==> config.mk <==
export PLATFORM = sky130hd
export DESIGN_NAME = mbscore_rf_wr_arb_flat
export DESIGN_NICKNAME = d
export VERILOG_FILES = /design/src/rtl/mbscore_rf_wr_arb_if.sv /design/src/rtl/mbscore_rf_wr_arb.sv /design/src/flat_wrapper.sv
export SDC_FILE = /design/constraint.sdc
export NUM_CORES = 1
export LEC_CHECK = 0
export CAP_MARGIN = 20
export CORE_MARGIN = 2
export CORE_UTILIZATION = 35
export CTS_BUF_LIST = sky130_fd_sc_hd__clkbuf_4 sky130_fd_sc_hd__clkbuf_8 sky130_fd_sc_hd__clkbuf_16
export CTS_CLUSTER_SIZE = 28
export DETAILED_ROUTE_END_ITERATION = 7
export SYNTH_ARGS = -nofsm -noshare
export SYNTH_HDL_FRONTEND = slang
export SYNTH_SLANG_ARGS = --single-unit
==> constraint.sdc <==
create_clock -name clk -period 6.3 [get_ports clk]
set_clock_uncertainty 0.2 [all_clocks]
set_input_delay 0.63 -clock clk [delete_from_list [all_inputs] [get_ports clk]]
set_output_delay 0.63 -clock clk [all_outputs]
set_load 0.005 [all_outputs]
==> src/rtl/mbscore_rf_wr_arb_if.sv <==
`default_nettype none
// ============================================================================
//  Module      : mbscore_rf_wr_arb_if
//  Description : Bundle of the requester, scoreboard and register-file write
//                signals around the MBScore GPR write-port arbiter.
//                master = execute/memory/decode side, slave = arbiter.
//  Revision    : 1.0 - initial release
// ============================================================================
interface mbscore_rf_wr_arb_if #(
    parameter int ADDR_W = 5,
    parameter int DATA_W = 32
);
    logic              alu_valid;
    logic              alu_ready;
    logic [ADDR_W-1:0] alu_rd;
    logic [DATA_W-1:0] alu_data;
    logic              alu_lui;

    logic              mem_valid;
    logic              mem_ready;
    logic [ADDR_W-1:0] mem_rd;
    logic [DATA_W-1:0] mem_data;

    logic              link_valid;
    logic              link_ready;
    logic [DATA_W-1:0] link_pc;

    logic              ld_issue;
    logic [ADDR_W-1:0] ld_rd;
    logic [ADDR_W-1:0] rs_addr;
    logic [ADDR_W-1:0] rt_addr;
    logic              hazard;

    logic              rf_we;
    logic [ADDR_W-1:0] rf_addr;
    logic [DATA_W-1:0] rf_wdata;
    logic [1:0]        grant_src;

    modport master (
        output alu_valid, alu_rd, alu_data, alu_lui,
        output mem_valid, mem_rd, mem_data,
        output link_valid, link_pc,
        output ld_issue, ld_rd, rs_addr, rt_addr,
        input  alu_ready, mem_ready, link_ready, hazard,
        input  rf_we, rf_addr, rf_wdata, grant_src
    );

    modport slave (
        input  alu_valid, alu_rd, alu_data, alu_lui,
        input  mem_valid, mem_rd, mem_data,
        input  link_valid, link_pc,
        input  ld_issue, ld_rd, rs_addr, rt_addr,
        output alu_ready, mem_ready, link_ready, hazard,
        output rf_we, rf_addr, rf_wdata, grant_src
    );
endinterface
`default_nettype wire

==> src/rtl/mbscore_rf_wr_arb.sv <==
`default_nettype none
// ============================================================================
//  Module      : mbscore_rf_wr_arb
//  Description : Shares the single GPR write port between ALU write-back,
//                queued load returns and link writes; keeps a scoreboard of
//                outstanding load destinations for decode hazard detection.
//  Revision    : 1.0 - initial release
// ============================================================================
module mbscore_rf_wr_arb #(
    parameter int ADDR_W     = 5,
    parameter int DATA_W     = 32,
    parameter int MQ_DEPTH   = 2,
    parameter int STARVE_MAX = 4
) (
    input  logic                clk,
    input  logic                rst,
    mbscore_rf_wr_arb_if.slave  bus
);

    localparam int c_mq_aw  = $clog2(MQ_DEPTH);
    localparam int c_ptr_w  = c_mq_aw + 1;
    localparam int c_cnt_w  = $clog2(STARVE_MAX + 1);
    localparam int c_nregs  = 2 ** ADDR_W;

    localparam logic [c_cnt_w-1:0] c_starve_max = c_cnt_w'(STARVE_MAX);

    localparam logic [1:0] c_src_none = 2'd0;
    localparam logic [1:0] c_src_alu  = 2'd1;
    localparam logic [1:0] c_src_mem  = 2'd2;
    localparam logic [1:0] c_src_link = 2'd3;

    // Memory-return queue
    logic [c_ptr_w-1:0] r_wr_ptr;
    logic [c_ptr_w-1:0] r_rd_ptr;
    logic [ADDR_W-1:0]  r_mq_rd   [MQ_DEPTH];
    logic [DATA_W-1:0]  r_mq_data [MQ_DEPTH];
    logic               w_empty;
    logic               w_full;
    logic               w_push;
    logic               w_pop;
    logic [ADDR_W-1:0]  w_head_rd;
    logic [DATA_W-1:0]  w_head_data;

    // Arbitration
    logic [c_cnt_w-1:0] r_starve_cnt;
    logic               w_promote;
    logic [1:0]         w_grant_src;
    logic [ADDR_W-1:0]  w_wr_addr;
    logic [DATA_W-1:0]  w_wr_data;
    logic [DATA_W-1:0]  w_alu_data;
    logic [DATA_W-1:0]  w_link_data;

    // Scoreboard
    logic [c_nregs-1:0] r_busy;
    logic [c_nregs-1:0] w_busy_nxt;

    // Write-port registers
    logic               r_rf_we;
    logic [ADDR_W-1:0]  r_rf_addr;
    logic [DATA_W-1:0]  r_rf_wdata;
    logic [1:0]         r_grant_src;

    // Extra pointer bit separates full from empty when the index bits match
    assign w_empty = (r_wr_ptr == r_rd_ptr);
    assign w_full  = (r_wr_ptr[c_ptr_w-1] != r_rd_ptr[c_ptr_w-1]) &&
                     (r_wr_ptr[c_mq_aw-1:0] == r_rd_ptr[c_mq_aw-1:0]);

    assign w_head_rd   = r_mq_rd[r_rd_ptr[c_mq_aw-1:0]];
    assign w_head_data = r_mq_data[r_rd_ptr[c_mq_aw-1:0]];

    // A full queue refuses pushes even when it pops in the same cycle
    assign w_push        = bus.mem_valid && !w_full && !rst;
    assign w_pop         = (w_grant_src == c_src_mem);
    assign bus.mem_ready = !w_full;

    assign w_alu_data  = bus.alu_lui ? (bus.alu_data << 16) : bus.alu_data;
    assign w_link_data = bus.link_pc + DATA_W'(4);
    assign w_promote   = (r_starve_cnt == c_starve_max);

    // Priority select: LINK > MEM > ALU, or ALU first once it has starved
    always_comb begin
        w_grant_src = c_src_none;
        w_wr_addr   = '0;
        w_wr_data   = '0;
        if (!rst) begin
            if (w_promote && bus.alu_valid) begin
                w_grant_src = c_src_alu;
                w_wr_addr   = bus.alu_rd;
                w_wr_data   = w_alu_data;
            end else if (bus.link_valid) begin
                w_grant_src = c_src_link;
                w_wr_addr   = {ADDR_W{1'b1}};
                w_wr_data   = w_link_data;
            end else if (!w_empty) begin
                w_grant_src = c_src_mem;
                w_wr_addr   = w_head_rd;
                w_wr_data   = w_head_data;
            end else if (bus.alu_valid) begin
                w_grant_src = c_src_alu;
                w_wr_addr   = bus.alu_rd;
                w_wr_data   = w_alu_data;
            end
        end
    end

    assign bus.alu_ready  = (w_grant_src == c_src_alu);
    assign bus.link_ready = (w_grant_src == c_src_link);

    // Queue storage; contents are qualified by the pointers so no reset needed
    always_ff @(posedge clk) begin
        if (w_push) begin
            r_mq_rd[r_wr_ptr[c_mq_aw-1:0]]   <= bus.mem_rd;
            r_mq_data[r_wr_ptr[c_mq_aw-1:0]] <= bus.mem_data;
        end
    end

    // Queue pointers, wrapping naturally through the extra bit
    always_ff @(posedge clk) begin
        if (rst) begin
            r_wr_ptr <= '0;
            r_rd_ptr <= '0;
        end else begin
            if (w_push) r_wr_ptr <= r_wr_ptr + c_ptr_w'(1);
            if (w_pop)  r_rd_ptr <= r_rd_ptr + c_ptr_w'(1);
        end
    end

    // Count consecutive ALU losses, saturating at the promotion threshold
    always_ff @(posedge clk) begin
        if (rst) begin
            r_starve_cnt <= '0;
        end else if (!bus.alu_valid || bus.alu_ready) begin
            r_starve_cnt <= '0;
        end else if (r_starve_cnt != c_starve_max) begin
            r_starve_cnt <= r_starve_cnt + c_cnt_w'(1);
        end
    end

    // Clear on load write-back, then set on issue so a same-cycle set wins
    always_comb begin
        w_busy_nxt = r_busy;
        if (w_pop) w_busy_nxt[w_head_rd] = 1'b0;
        if (bus.ld_issue && (bus.ld_rd != '0)) w_busy_nxt[bus.ld_rd] = 1'b1;
        w_busy_nxt[0] = 1'b0;
    end

    // Scoreboard register
    always_ff @(posedge clk) begin
        if (rst) r_busy <= '0;
        else     r_busy <= w_busy_nxt;
    end

    assign bus.hazard = !rst && (r_busy[bus.rs_addr] || r_busy[bus.rt_addr]);

    // Register the winning write; writes to r0 are consumed but not enabled
    always_ff @(posedge clk) begin
        if (rst) begin
            r_rf_we     <= 1'b0;
            r_rf_addr   <= '0;
            r_rf_wdata  <= '0;
            r_grant_src <= c_src_none;
        end else begin
            r_rf_we     <= (w_grant_src != c_src_none) && (w_wr_addr != '0);
            r_rf_addr   <= w_wr_addr;
            r_rf_wdata  <= w_wr_data;
            r_grant_src <= w_grant_src;
        end
    end

    assign bus.rf_we     = r_rf_we;
    assign bus.rf_addr   = r_rf_addr;
    assign bus.rf_wdata  = r_rf_wdata;
    assign bus.grant_src = r_grant_src;

endmodule
`default_nettype wire

==> src/flat_wrapper.sv <==
// flat-port wrapper written by rule: the top's interface ports become plain ports
module mbscore_rf_wr_arb_flat 
#(
    parameter int ADDR_W     = 5,
    parameter int DATA_W     = 32,
    parameter int MQ_DEPTH   = 2,
    parameter int STARVE_MAX = 4
)
  (clk, rst, bus_alu_valid, bus_alu_rd, bus_alu_data, bus_alu_lui, bus_mem_valid, bus_mem_rd, bus_mem_data, bus_link_valid, bus_link_pc, bus_ld_issue, bus_ld_rd, bus_rs_addr, bus_rt_addr, bus_alu_ready, bus_mem_ready, bus_link_ready, bus_hazard, bus_rf_we, bus_rf_addr, bus_rf_wdata, bus_grant_src);
  mbscore_rf_wr_arb_if #(.ADDR_W(ADDR_W), .DATA_W(DATA_W)) bus_i ();
  input  logic clk;
  input  logic rst;
  input wire logic [$bits(bus_i.alu_valid)-1:0] bus_alu_valid;
  input wire logic [$bits(bus_i.alu_rd)-1:0] bus_alu_rd;
  input wire logic [$bits(bus_i.alu_data)-1:0] bus_alu_data;
  input wire logic [$bits(bus_i.alu_lui)-1:0] bus_alu_lui;
  input wire logic [$bits(bus_i.mem_valid)-1:0] bus_mem_valid;
  input wire logic [$bits(bus_i.mem_rd)-1:0] bus_mem_rd;
  input wire logic [$bits(bus_i.mem_data)-1:0] bus_mem_data;
  input wire logic [$bits(bus_i.link_valid)-1:0] bus_link_valid;
  input wire logic [$bits(bus_i.link_pc)-1:0] bus_link_pc;
  input wire logic [$bits(bus_i.ld_issue)-1:0] bus_ld_issue;
  input wire logic [$bits(bus_i.ld_rd)-1:0] bus_ld_rd;
  input wire logic [$bits(bus_i.rs_addr)-1:0] bus_rs_addr;
  input wire logic [$bits(bus_i.rt_addr)-1:0] bus_rt_addr;
  output wire logic [$bits(bus_i.alu_ready)-1:0] bus_alu_ready;
  output wire logic [$bits(bus_i.mem_ready)-1:0] bus_mem_ready;
  output wire logic [$bits(bus_i.link_ready)-1:0] bus_link_ready;
  output wire logic [$bits(bus_i.hazard)-1:0] bus_hazard;
  output wire logic [$bits(bus_i.rf_we)-1:0] bus_rf_we;
  output wire logic [$bits(bus_i.rf_addr)-1:0] bus_rf_addr;
  output wire logic [$bits(bus_i.rf_wdata)-1:0] bus_rf_wdata;
  output wire logic [$bits(bus_i.grant_src)-1:0] bus_grant_src;
  assign bus_i.alu_valid = bus_alu_valid;
  assign bus_i.alu_rd = bus_alu_rd;
  assign bus_i.alu_data = bus_alu_data;
  assign bus_i.alu_lui = bus_alu_lui;
  assign bus_i.mem_valid = bus_mem_valid;
  assign bus_i.mem_rd = bus_mem_rd;
  assign bus_i.mem_data = bus_mem_data;
  assign bus_i.link_valid = bus_link_valid;
  assign bus_i.link_pc = bus_link_pc;
  assign bus_i.ld_issue = bus_ld_issue;
  assign bus_i.ld_rd = bus_ld_rd;
  assign bus_i.rs_addr = bus_rs_addr;
  assign bus_i.rt_addr = bus_rt_addr;
  assign bus_alu_ready = bus_i.alu_ready;
  assign bus_mem_ready = bus_i.mem_ready;
  assign bus_link_ready = bus_i.link_ready;
  assign bus_hazard = bus_i.hazard;
  assign bus_rf_we = bus_i.rf_we;
  assign bus_rf_addr = bus_i.rf_addr;
  assign bus_rf_wdata = bus_i.rf_wdata;
  assign bus_grant_src = bus_i.grant_src;
  mbscore_rf_wr_arb #(.ADDR_W(ADDR_W), .DATA_W(DATA_W), .MQ_DEPTH(MQ_DEPTH), .STARVE_MAX(STARVE_MAX)) u_core (.clk(clk), .rst(rst), .bus(bus_i));
endmodule
## Word-level counts from Yosys, hierarchy flattened

Memories as Yosys holds them, arrays and structs flattened. A register that Yosys moved wholly into a read port is not among the register bits.
Index checks and enable logic that the tools add are counted.

- $add $sub $neg: 4
- Multipliers: 0
- Divide/modulo/power cells: 0
- $lt $le $gt $ge: 6
- Eq/ne operators: 8
- Shifts and indexed selects: 0
- Multiplexer cells: 31
- Bitwise operators: 3
- Reductions and logical operators: 18

Operators with widths:

| kind | number |
|---|---|
| $mux W32 | 7 |
| $add A32 B3 Y32 const B | 1 |
| $and A32 B32 Y32 | 1 |
| $not A32 Y32 | 1 |
| $or A32 B32 Y32 | 1 |
| $mux W5 | 5 |
| $lt A5 B6 Y1 const B | 4 |
| $mux W1 | 11 |
| $bmux W1 S5 | 2 |
| $demux W1 S5 | 2 |
| $ge A5 B1 Y1 const B | 2 |
| $reduce_bool A5 Y1 | 2 |
| $logic_and A1 B1 Y1 | 9 |
| $mux W2 | 4 |
| $add A2 B1 Y2 const B | 2 |
| $eq A2 B2 Y1 const B | 2 |
| $add A3 B1 Y3 const B | 1 |
| $eq A3 B3 Y1 const B | 1 |
| $logic_not A1 Y1 | 3 |
| $ne A3 B3 Y1 const B | 1 |
| $eq A2 B1 Y1 const B | 1 |
| $eq A2 B2 Y1 | 1 |
| $logic_or A1 B1 Y1 | 2 |
| $reduce_bool A2 Y1 | 1 |
| other kinds (3) | 3 |

- Register bits after elaboration: 79
- Latch bits: 0
- Memory bits (writable): 74
- Memory bits (read-only): 0
- Bits of input ports: 128
- Output and inout bits: 44
- Memories kept: 2

Memory list:

| memory | depth | width | rd ports | clocked after memory_dff | wr ports | line | RTL |
|---|---|---|---|---|---|---|---|
| u_core.r_mq_data | 2 | 32 | 1 | 1 | 1 | mbscore_rf_wr_arb.sv:36 | `logic [DATA_W-1:0] r_mq_data [MQ_DEPTH];` |
| u_core.r_mq_rd | 2 | 5 | 1 | 1 | 1 | mbscore_rf_wr_arb.sv:35 | `logic [ADDR_W-1:0] r_mq_rd [MQ_DEPTH];` |

## Depth between registers and ports, before layout

Gate-level depths: netlist of run 1.

- Word-level depth: 9
- Depth in mapped cells: 8
- Mapped depth without buffers: 7

## Worst setup path before layout of run 1

OpenSTA, ideal clock, no wires.

- Path kind: reg2reg
- Start: register u_core.r_wr_ptr[1]
- End: memory u_core.r_mq_data[1][0], enable pin
- Setup time: 0.490 ns
- Arrival: 3.807 ns
- Data required time: 5.610 ns
- Path slack: 1.803 ns
- Stages on the path, launching flop included: 5
- Path buffers: 1
- Cells stage by stage: dfxtp_1 > xnor2_2 > buf_4 > o21ai_0 > nor3b_1

- Cells in the longest elaborated chain, start to end: 7

RTL lines:

| element | line | RTL |
|---|---|---|
| from (decl) | mbscore_rf_wr_arb.sv:33 | `logic [c_ptr_w-1:0] r_wr_ptr;` |
| from (signal assigned) | mbscore_rf_wr_arb.sv:123 | `if (w_push) r_wr_ptr <= r_wr_ptr + c_ptr_w'(1);` |
| $ne A1 B1 Y1 | mbscore_rf_wr_arb.sv:65 | `assign w_full = (r_wr_ptr[c_ptr_w-1] != r_rd_ptr[c_ptr_w-1]) &&` |
| $logic_and A1 B1 Y1 | mbscore_rf_wr_arb.sv:65 |  |
| $logic_not A1 Y1 | mbscore_rf_wr_arb.sv:72 | `assign w_push = bus.mem_valid && !w_full && !rst;` |
| $logic_and A1 B1 Y1 (2 in a row) | mbscore_rf_wr_arb.sv:72 |  |
| $mux W1 | mbscore_rf_wr_arb.sv:111 | `if (w_push) begin` |
| $mux W1 (not written as such) | mbscore_rf_wr_arb.sv:113 | `r_mq_data[r_wr_ptr[c_mq_aw-1:0]] <= bus.mem_data;` |
| to (decl) | mbscore_rf_wr_arb.sv:36 |  |

No other way between the ends.

## Worst setup path in the final report of run 1

- Start: register u_core.r_wr_ptr[0]
- End: output port bus_alu_ready

- Cells in the longest elaborated chain, start to end: 6

RTL lines:

| element | line | RTL |
|---|---|---|
| $eq A2 B2 Y1 | mbscore_rf_wr_arb.sv:64 | `assign w_empty = (r_wr_ptr == r_rd_ptr);` |
| $mux W2 | mbscore_rf_wr_arb.sv:94 | `end else if (!w_empty) begin` |
| $mux W2 | mbscore_rf_wr_arb.sv:90 | `end else if (bus.link_valid) begin` |
| $mux W2 | mbscore_rf_wr_arb.sv:86 | `if (w_promote && bus.alu_valid) begin` |
| $mux W2 | mbscore_rf_wr_arb.sv:85 | `if (!rst) begin` |
| $eq A2 B1 Y1 | mbscore_rf_wr_arb.sv:106 | `assign bus.alu_ready = (w_grant_src == c_src_alu);` |
| to (decl) | flat_wrapper.sv:26 | `output wire logic [$bits(bus_i.alu_ready)-1:0] bus_alu_ready;` |

No other way between the ends.

==> results.txt, run 1 <==
post_cts resized = 0
gr usage total = 0.2114
Post-CTS Setup Inserts = 0
WL/cell = 20.16 microns
fin worst setup slack = 2.281 ns
Detail Placement HPWL = 17350 microns
predominant post-synthesis flop cell = dfxtp_1
clk_lat worst skew = 0.43 ns
routability cong. = 0.8900
CTS max path bufs = 2
final wirelength = 23490 microns
Reg-to-Reg Start = u_core.r_wr_ptr[1]
status = finished clean
hold_buf cts = 0
synthesized area = 0.007528 sq mm
crit path kind = flip-flop to primary output
Setup crit end kind = primary output
Max-cap violations = 0
PortBufs = 171
ANT cells = 0
Final period util = 0.6380
critical path fanouts, max = 20
Max Slew Vio Count = 0
min Tclk post-route = 4.020 ns
number of buffers created by CTS = 17
ys async rst share = 0
Mapped Cells = 719
Pleak = 0.003492 uW
count of cell types in the netlist = 62
area grow syn2layout = 34.00%
ANT nets after route = 0
RSZ-0062 raised after global routing = no
CTS root buf = clkbuf_16
vias = 6363
number of flops mapped to enable cells by yosys = 74
total I/O pin count = 172
CP required = 5.47 ns
synth warn = 0
slew margin rel. = 0.2938
Critical Path AT = 3.19 ns
clock sinks = 153
Pwr Density = 286.7 mW/mm^2
HP Class = flip-flop to flip-flop
dpl ws = 2.376 ns
largest net degree at the start of global routing = 58
layout cell share with drive strength beyond 1 = 0.09326
Syn Area/Cell = 10.47 sq um
number of synthesized register bits = 153
FILL cells = 1977
Worst VDD drop = 0.2077 mV
nets@finish = 1008
Setup crit start kind = flip-flop
drt initial violations = 449
Cell Rows = 53
Tightest Pin Transition = 1.051 ns
die span in x = 150.7 microns
H-tree levels = 4
antenna violations before repair = 0
final setup TNS = 0 ns
core area = 0.02109 sq mm
Die Ht = 150.7 microns
Final Power = 2892 uW
first-pass GRT wire length = 35730 microns
Fin. Hold Viols = 0
vias per cell = 5.462
clk slew on worst S/H paths = 0.07 ns
CTS tree = done
full die area = 0.02270 sq mm
Starting Density = 0.3570
GRT overflow = 0
DR pass1 iterations = 6
number of global-route vias before repair = 6281
syn_nets = 850
register area share after synthesis = 0.5052
Hold Path Origin = u_core.r_starve_cnt[0]
Critical Path Source = u_core.r_wr_ptr[0]
final setup violation count = 0
DRC viols = 0
Hold WS = 0.2556 ns
Max Clk Rate = 0.2488 GHz
[sequential cells by signal, summed over array words and instances, names as in the netlist, named ones only]
signal	flops
u_core.r_busy	31
u_core.r_starve_cnt	3
u_core.bus.rf_addr	5
u_core.bus.grant_src	2
u_core.bus.rf_wdata	32
u_core.r_mq_rd	10
u_core.r_rd_ptr	2
u_core.r_wr_ptr	2
u_core.bus.rf_we	1
u_core.r_mq_data	64
[placed cells by master, fill, tap and decap left out, drive strengths merged, types with 5 or more instances in the layout]
| cell type | count |
|---|---|
| a211oi | 19 |
| a21o | 6 |
| a21oi | 68 |
| a221oi | 7 |
| a22oi | 9 |
| a311oi | 6 |
| a31oi | 12 |
| and4 | 8 |
| buf | 12 |
| clkbuf | 17 |
| clkdlybuf4s50 | 170 |
| dfxtp | 79 |
| edfxtp | 74 |
| inv | 32 |
| mux2 | 20 |
| mux2i | 43 |
| mux4 | 9 |
| nand2 | 59 |
| nand2b | 11 |
| nand3 | 12 |
| nand4 | 7 |
| nor2 | 39 |
| nor2b | 6 |
| nor3 | 16 |
| nor3b | 5 |
| nor4 | 5 |
| o21ai | 40 |
| o22a | 8 |
| o22ai | 10 |
| o31ai | 6 |
| xnor2 | 8 |
| xor2 | 19 |
[critical path, cell delays in order (launching register included)]
cell             delay, ns
dfxtp_1               0.38
xnor2_2               0.55
and2_1                0.74
nand2_1               0.21
a21boi_0              0.31
clkdlybuf4s50_1       0.58
[final timing paths]
path,to,slack (ns),cells past startpoint
max,bus_alu_ready,2.28,5
min reg2reg,u_core.r_starve_cnt[0],0.26,1
min,u_core.r_starve_cnt[0],0.26,1
max reg2reg,u_core.r_mq_data[0][21],3.23,4
[final cells by class]
class | count | area [sq um] | share of cell area
clock buffer | 17 | 425.4 | 0.04217
sequential | 153 | 3805 | 0.3772
tap | 275 | 344.1 | 0.03411
inverter | 22 | 82.58 | 0.008186
timing repair buffer | 182 | 1793 | 0.1777
clock inverter | 15 | 170.2 | 0.01687
multi-input combinational | 501 | 3468 | 0.3438
[cell families after synthesis]
logic type | after synthesis | synth area share
AO/OA/AOI/OAI | 215 | 0.1855
AND/OR/NAND/NOR | 184 | 0.1215
flip-flops | 153 | 0.5052
multiplexers | 72 | 0.1140
buffers and inverters | 65 | 0.03540
XOR/XNOR | 27 | 0.03341
adder cells (fa/ha/maj) | 3 | 0.004986
[through the flow]
stage | cells | utilization | cell area (sq um)
final | 1165 | 0.4784 | 10090
after global routing | 1165 | 0.4784 | 10090
after CTS | 1164 | 0.4779 | 10080
after detailed placement | 1132 | 0.4496 | 9482
after global placement | 1132 | 0.4496 | 9482
after floorplan | 719 | - | 7528
[synth_stat cells, types with 7 or more instances]
cell | n | area [sq um]
nand2_1 | 59 | 221.5
inv_1 | 22 | 82.58
nand3_1 | 12 | 60.06
mux2_2 | 20 | 225.2
a31oi_1 | 11 | 68.82
o22ai_1 | 10 | 62.56
a221oi_1 | 7 | 61.31
a21oi_1 | 68 | 340.3
a211oi_1 | 19 | 142.6
nor2_1 | 38 | 142.6
nor3_1 | 16 | 80.08
nand2b_1 | 11 | 68.82
xor2_1 | 19 | 166.4
a22oi_1 | 9 | 67.56
edfxtp_1 | 74 | 2222
buf_2 | 9 | 45.04
clkbuf_1 | 30 | 112.6
mux2i_1 | 43 | 430.4
nand4_1 | 7 | 43.79
dfxtp_1 | 79 | 1582
o21ai_0 | 39 | 195.2
mux4_2 | 9 | 202.7
and4_1 | 8 | 70.07
o22a_1 | 8 | 70.07
[metal layers]
metal,vias up,wire (microns),GRT usage
met4,0,503,0.06636
met1,3017,9708,0.2676
met3,35,1641,0.05000
met2,263,11640,0.3577
li1,3048,-,-
met5,-,0,0
[report_power, final]
group | internal (uW) | leakage, uW | switching (uW)
registers | 1130 | 0.00133 | 50.2
clock network | 567 | 0.000288 | 464
logic | 325 | 0.00188 | 360
total | 2020 | 0.00349 | 875
(Power assumes the default switching activity.)
==> run 2: changes to the inputs <==
clock period = 3.41 ns   (was 6.3 ns; I/O delays follow)
==> run 2 against run 1 <==
Compared with the run above: critical path depth rose by 2; first-iteration DRC count down 9.8%; sequential power increased by 85%; power increased by 88%; register-to-register slack lost 2.4 ns; count of clock-buffer cells in the layout is 1 higher; via count is 0.91% higher; sequential cell count stayed put; die area unchanged; clock power grew 90%; cell count up 1.5%; hold slack worse by 0.10 ns.
==> results.txt, run 2 (synthesized netlist as in run 1, its figures left out) <==
status = finished clean
Die Ht = 150.7 microns (unchanged)
antenna violations before repair = 0 (unchanged)
final wirelength = 24090 microns (+2.6%)
Setup crit start kind = input pin
clock power share = 0.360 (+0.003)
Max-cap violations = 0 (unchanged)
dpl cells = 1150 (+1.6%)
core area = 0.02109 sq mm (unchanged)
dpl ws = 0.1407 ns (-2.235 ns)
vias per cell = 5.432 (-0.54%)
Cell Rows = 53 (unchanged)
Net Sw Frac = 0.2874 (-0.01502)
Starting Density = 0.3570 (unchanged)
critical path cell sequence = clkdlybuf4s50_1 > inv_1 > a2111oi_0 > a311oi_1 > a311oi_1 > a31oi_1 > clkdlybuf4s50_1
gr usage total = 0.2130 (+0.001566)
first-pass GRT wire length = 36160 microns (+1.2%)
internal power = 3878 uW (+92%)
PortBufs = 171 (unchanged)
Switch Pwr = 1564 uW (+79%)
routability cong. = 0.9223 (+3.6%)
GRT overflow = 0 (unchanged)
Combinational Power Share = 0.239 (+0.002)
DR pass1 iterations = 5 (-1)
critical path fanouts, max = 11 (-45%)
DRC viols = 0 (unchanged)
largest delay contributor family on the critical path = buffers and inverters
total I/O pin count = 172 (unchanged)
fin worst setup slack = 0.2026 ns (-2.078 ns)
area grow syn2layout = 35.95%
Setup crit end kind = primary output
CP required = 2.87 ns (-2.60 ns)
number of buffers created by CTS = 17 (unchanged)
Critical Path Source = bus_rs_addr[1]
max reg flops = 64 (unchanged)
min Tclk post-route = 3.207 ns
Pleak = 0.003587 uW (+2.7%)
final setup TNS = 0 ns (unchanged)
RSZ-0062 raised after global routing = no
final setup violation count = 0 (unchanged)
largest net degree at the start of global routing = 36 (-38%)
CTS root buf = clkbuf_16
Seq pwr share = 0.401 (-0.006)
crit path buf inv count = 3 (+2)
full die area = 0.02270 sq mm (unchanged)
ANT nets after route = 0 (unchanged)
Core Util, Final = 0.4853 (+0.006942)
WL/cell = 20.38 microns (+1.1%)
Tightest Pin Transition = 0.8984 ns (-0.1529 ns)
Fin. Hold Viols = 0 (unchanged)
nets@finish = 1025 (+1.7%)
slowest stage delay, CP = 0.76 ns (+0.02 ns)
Max Clk Rate = 0.3118 GHz
Detail Placement HPWL = 17790 microns (+2.6%)
Final period util = 0.9406
vias = 6421 (+0.91%)
slew margin rel. = 0.4011 (+0.1073)
hold_buf cts = 0 (unchanged)
Pwr Density = 531.7 mW/mm^2 (+85%)
crit path kind = input pin to primary output
CTS max path bufs = 2 (unchanged)
Post-Layout Cell Count = 1182 (+1.5%)
Worst VDD drop = 0.4395 mV (+110%)
most frequent cells in the layout = 169 x clkdlybuf4s50_1, 78 x dfxtp_1, 74 x edfxtp_1
layout cell share with drive strength beyond 1 = 0.1080 (+0.01479)
Max Slew Vio Count = 0 (unchanged)
clock sinks = 153 (unchanged)
HP Class = input pin to flip-flop
number of global-route vias before repair = 6419 (+2.2%)
ANT cells = 0 (unchanged)
die span in x = 150.7 microns (unchanged)
commonest non-fill, non-tap cell in the layout = clkdlybuf4s50_1
Critical Path AT = 2.67 ns (-0.52 ns)
Critical-path top delay cell = clkdlybuf4s50_1
clk_lat worst skew = 0.43 ns (about the same)
H-tree levels = 4 (unchanged)
CTS tree = done
clk slew on worst S/H paths = 0.06 ns (about the same)
Hold Path Origin = rst
drt initial violations = 405 (-9.8%)
==> run 2: repair_timing <==
action                                  in CTS  in global routing
setup buffers                                0                  0
resized for setup                            0                  1
endpoints found under the setup margin       0                  1
==> run 2: through the flow <==
step	cell area, sq um	hold WS [ns]	total power [uW]
3_5_place_dp	9629	0.2477	3518
6_report	10230	0.1506	5442
4_1_cts	10230	0.1272	5471
3_3_place_gp	9629	0.2385	3512
2_1_floorplan	7538	0.2249	2904
5_1_grt	10230	0.1525	5657
==> run 2: metal layers <==
layer,vias to the layer above,track usage,wire length [microns]
li1,3072,-,-
met1,3067,0.2620,9882
met2,246,0.3666,11980
met3,36,0.05212,1671
met4,0,0.06916,554
met5,-,0,0
==> run 2: power by group through the flow <==
stage,registers [uW],clock network [uW],logic [uW]
floorplan,2180,0,726
global placement,2220,0,1290
detailed placement,2220,0,1300
CTS,2180,1980,1310
global route,2200,2050,1410
finish,2180,1960,1300
==> run 2: worst reg2reg max path: stages (launching register included) <==
cell and delay (ns):
dfxtp_2 0.73, mux2i_1 0.29, a2111oi_2 0.55, o21ai_0 0.37, o21ai_0 0.24, a21oi_1 0.09
==> run 2: final timing paths <==
check / to / slack, ns / cells after the start
max: bus_hazard / 0.20 / 7
min: u_core.bus.rf_wdata[1] / 0.15 / 2
max reg2reg: u_core.r_busy[6] / 0.82 / 5
min reg2reg: u_core.r_starve_cnt[0] / 0.28 / 1
==> run 2: cell type report <==
type | count | area (sq um)
timing repair buffer | 199 | 1919
fill | 2000 | 10850
clock inverter | 14 | 170.2
tap | 275 | 344.1
inverter | 22 | 82.58
multi-input combinational | 501 | 3481
clock buffer | 18 | 432.9
sequential | 153 | 3805
==> run 3: changes to the inputs <==
CORE_MARGIN = 3   (was 2)
==> run 3 against run 2 <==
Compared with the run above: non-clock buffer count grew 4; sequential power hardly changed; routed wire length shrank 0.45%; hold slack improved by 0.10 ns; combinational power about the same; count of clock-buffer cells in the layout is the same; highest routed layer is now met5.
==> results.txt, run 3 (synthesized netlist as in run 1, its figures left out) <==
status = finished clean
uppermost layer routed = met5
min Tclk post-route = 3.236 ns (+0.02871 ns)
RSZ-0062 raised after global routing = no
drt initial violations = 493 (+22%)
max reg flops = 64 (unchanged)
gr usage total = 0.2036 (-0.009381)
HP Class = flip-flop to flip-flop
Fin. Hold Viols = 0 (unchanged)
Max Clk Rate = 0.3090 GHz (-0.89%)
nets@finish = 1029 (+0.39%)
dpl cell area = 0.009664 sq mm (+0.36%)
met1 WL = 10190 microns (+3.1%)
most frequent cells in the layout = 170 x clkdlybuf4s50_1, 78 x dfxtp_1, 74 x edfxtp_1
CTS max path bufs = 2 (unchanged)
DRC viols = 0 (unchanged)
Final period util = 0.9490 (+0.008419)
slew margin rel. = 0.4041 (+0.003037)
slowest stage delay, CP = 0.76 ns (about the same)
cell area after layout = 0.01024 sq mm (about the same)
Core Util, Final = 0.4858 (about the same)
Worst VDD drop = 0.3455 mV (-21%)
H-tree levels = 4 (unchanged)
Setup crit start kind = input pin
Pwr Density = 519.2 mW/mm^2 (-2.4%)
ANT cells = 0 (unchanged)
Setup crit end kind = primary output
number of buffers created by CTS = 17 (unchanged)
Tightest Pin Transition = 0.8870 ns (-0.01138 ns)
vias = 6470 (+0.76%)
Critical-path top delay cell = clkdlybuf4s50_1
Starting Density = 0.3570 (unchanged)
Pleak = 0.003578 uW (-0.26%)
first-pass GRT wire length = 37050 microns (+2.5%)
vias per cell = 5.455 (+0.42%)
final wirelength = 23980 microns (-0.45%)
final setup TNS = 0 ns (unchanged)
layout cell share with drive strength beyond 1 = 0.1131 (+0.005014)
largest net degree at the start of global routing = 50 (+39%)
routability cong. = 0.9147 (-0.82%)
critical path fanouts, max = 11 (unchanged)
ANT nets after route = 0 (unchanged)
Critical Path AT = 2.70 ns (+0.03 ns)
Max Slew Vio Count = 0 (unchanged)
clock sinks = 153 (unchanged)
final setup violation count = 0 (unchanged)
number of global-route vias before repair = 6477 (+0.90%)
clk_lat worst skew = 0.43 ns (about the same)
critical path cell sequence = clkdlybuf4s50_1 > inv_1 > a2111oi_0 > a311oi_1 > a311oi_1 > a31oi_1 > clkdlybuf4s50_1
CP required = 2.87 ns (about the same)
commonest non-fill, non-tap cell in the layout = clkdlybuf4s50_1
core area = 0.02109 sq mm (unchanged)
Detail Placement HPWL = 17790 microns (about the same)
area grow syn2layout = 36.06% (about the same)
WL/cell = 20.22 microns (-0.78%)
CTS root buf = clkbuf_16
DR WL met2 = 11590 microns (-3.3%)
crit path kind = input pin to primary output
GRT overflow = 0 (unchanged)
DR pass1 iterations = 6 (+1)
total I/O pin count = 172 (unchanged)
die span in x = 152.7 microns (+1.3%)
antenna violations before repair = 3 (+3)
clk slew on worst S/H paths = 0.07 ns (about the same)
Die Ht = 152.7 microns (+1.3%)
full die area = 0.02331 sq mm (+2.7%)
metal3 WL = 1857 microns (+11%)
CTS tree = done
Max-cap violations = 0 (unchanged)
Cell Rows = 53 (unchanged)
PortBufs = 171 (unchanged)
run 3: cell types whose count changed in the layout (fill, tap and decap cells not counted), sizes merged:
cell	delta
dlymetal6s2s	-1
clkinvlp	+2
bufinv	-2
buf	+3
clkinv	-2
clkdlybuf4s50	+1
dlygate4sd3	+1
inv	+2
run 3: metal layers:
metal  global-route usage  up-vias
met5                    0        -
met4              0.04794        6
met3              0.06504       31
met2               0.3389      245
met1               0.2597     3099
li1                     -     3089
run 3: worst max-delay path: cells and delay by family:
kind                   cells  cell delay [ns]
buffers and inverters      3             1.38
AO/OA/AOI/OAI              4             0.96
run 3: repair_timing:
| action | in CTS | in global routing |
|---|---|---|
| endpoints found under the hold margin | 1 | 0 |
| buffers inserted | 0 | 0 |
| resized for setup | 0 | 0 |
| hold buffers | 1 | 0 |
| endpoints found under the setup margin | 0 | 0 |
run 3: path summary, 6_finish.rpt:
kind / start / endpoint / slack [ns] / depth (start not counted)
setup / recovery: bus_rs_addr[1] / bus_hazard / 0.17 / 7
hold / removal: u_core.r_starve_cnt[0] / u_core.r_starve_cnt[0] / 0.25 / 1
setup reg to reg: u_core.r_wr_ptr[1] / u_core.bus.rf_we / 0.74 / 6
hold reg to reg: u_core.r_starve_cnt[0] / u_core.r_starve_cnt[0] / 0.25 / 1
run 3: layout make-up:
| class | instances | area [sq um] |
|---|---|---|
| Fill cell | 1994 | 10840 |
| Sequential cell | 153 | 3805 |
| Multi-Input combinational cell | 501 | 3481 |
| Timing Repair Buffer | 203 | 1962 |
| Clock buffer | 18 | 432.9 |
| Tap cell | 275 | 344.1 |
| Clock inverter | 14 | 136.4 |
| Inverter | 22 | 82.58 |
run 3: power breakdown:
| part | internal [uW] | switching (uW) | total (uW) |
|---|---|---|---|
| combinational | 642 | 672 | 1310 |
| sequential | 2080 | 94.8 | 2180 |
| clock | 1030 | 801 | 1830 |
run 3: through the flow:
step | hold slack [ns] | setup slack, ns | total power, uW | std cells
floorplan | 0.2249 | 0.2417 | 2904 | 719
global placement | 0.2412 | 0.2782 | 3523 | 1153
detailed placement | 0.2483 | 0.2259 | 3525 | 1153
CTS | 0.2555 | 0.2127 | 5360 | 1186
global route | 0.2708 | 0.05555 | 5556 | 1186
finish | 0.2525 | 0.1739 | 5318 | 1186
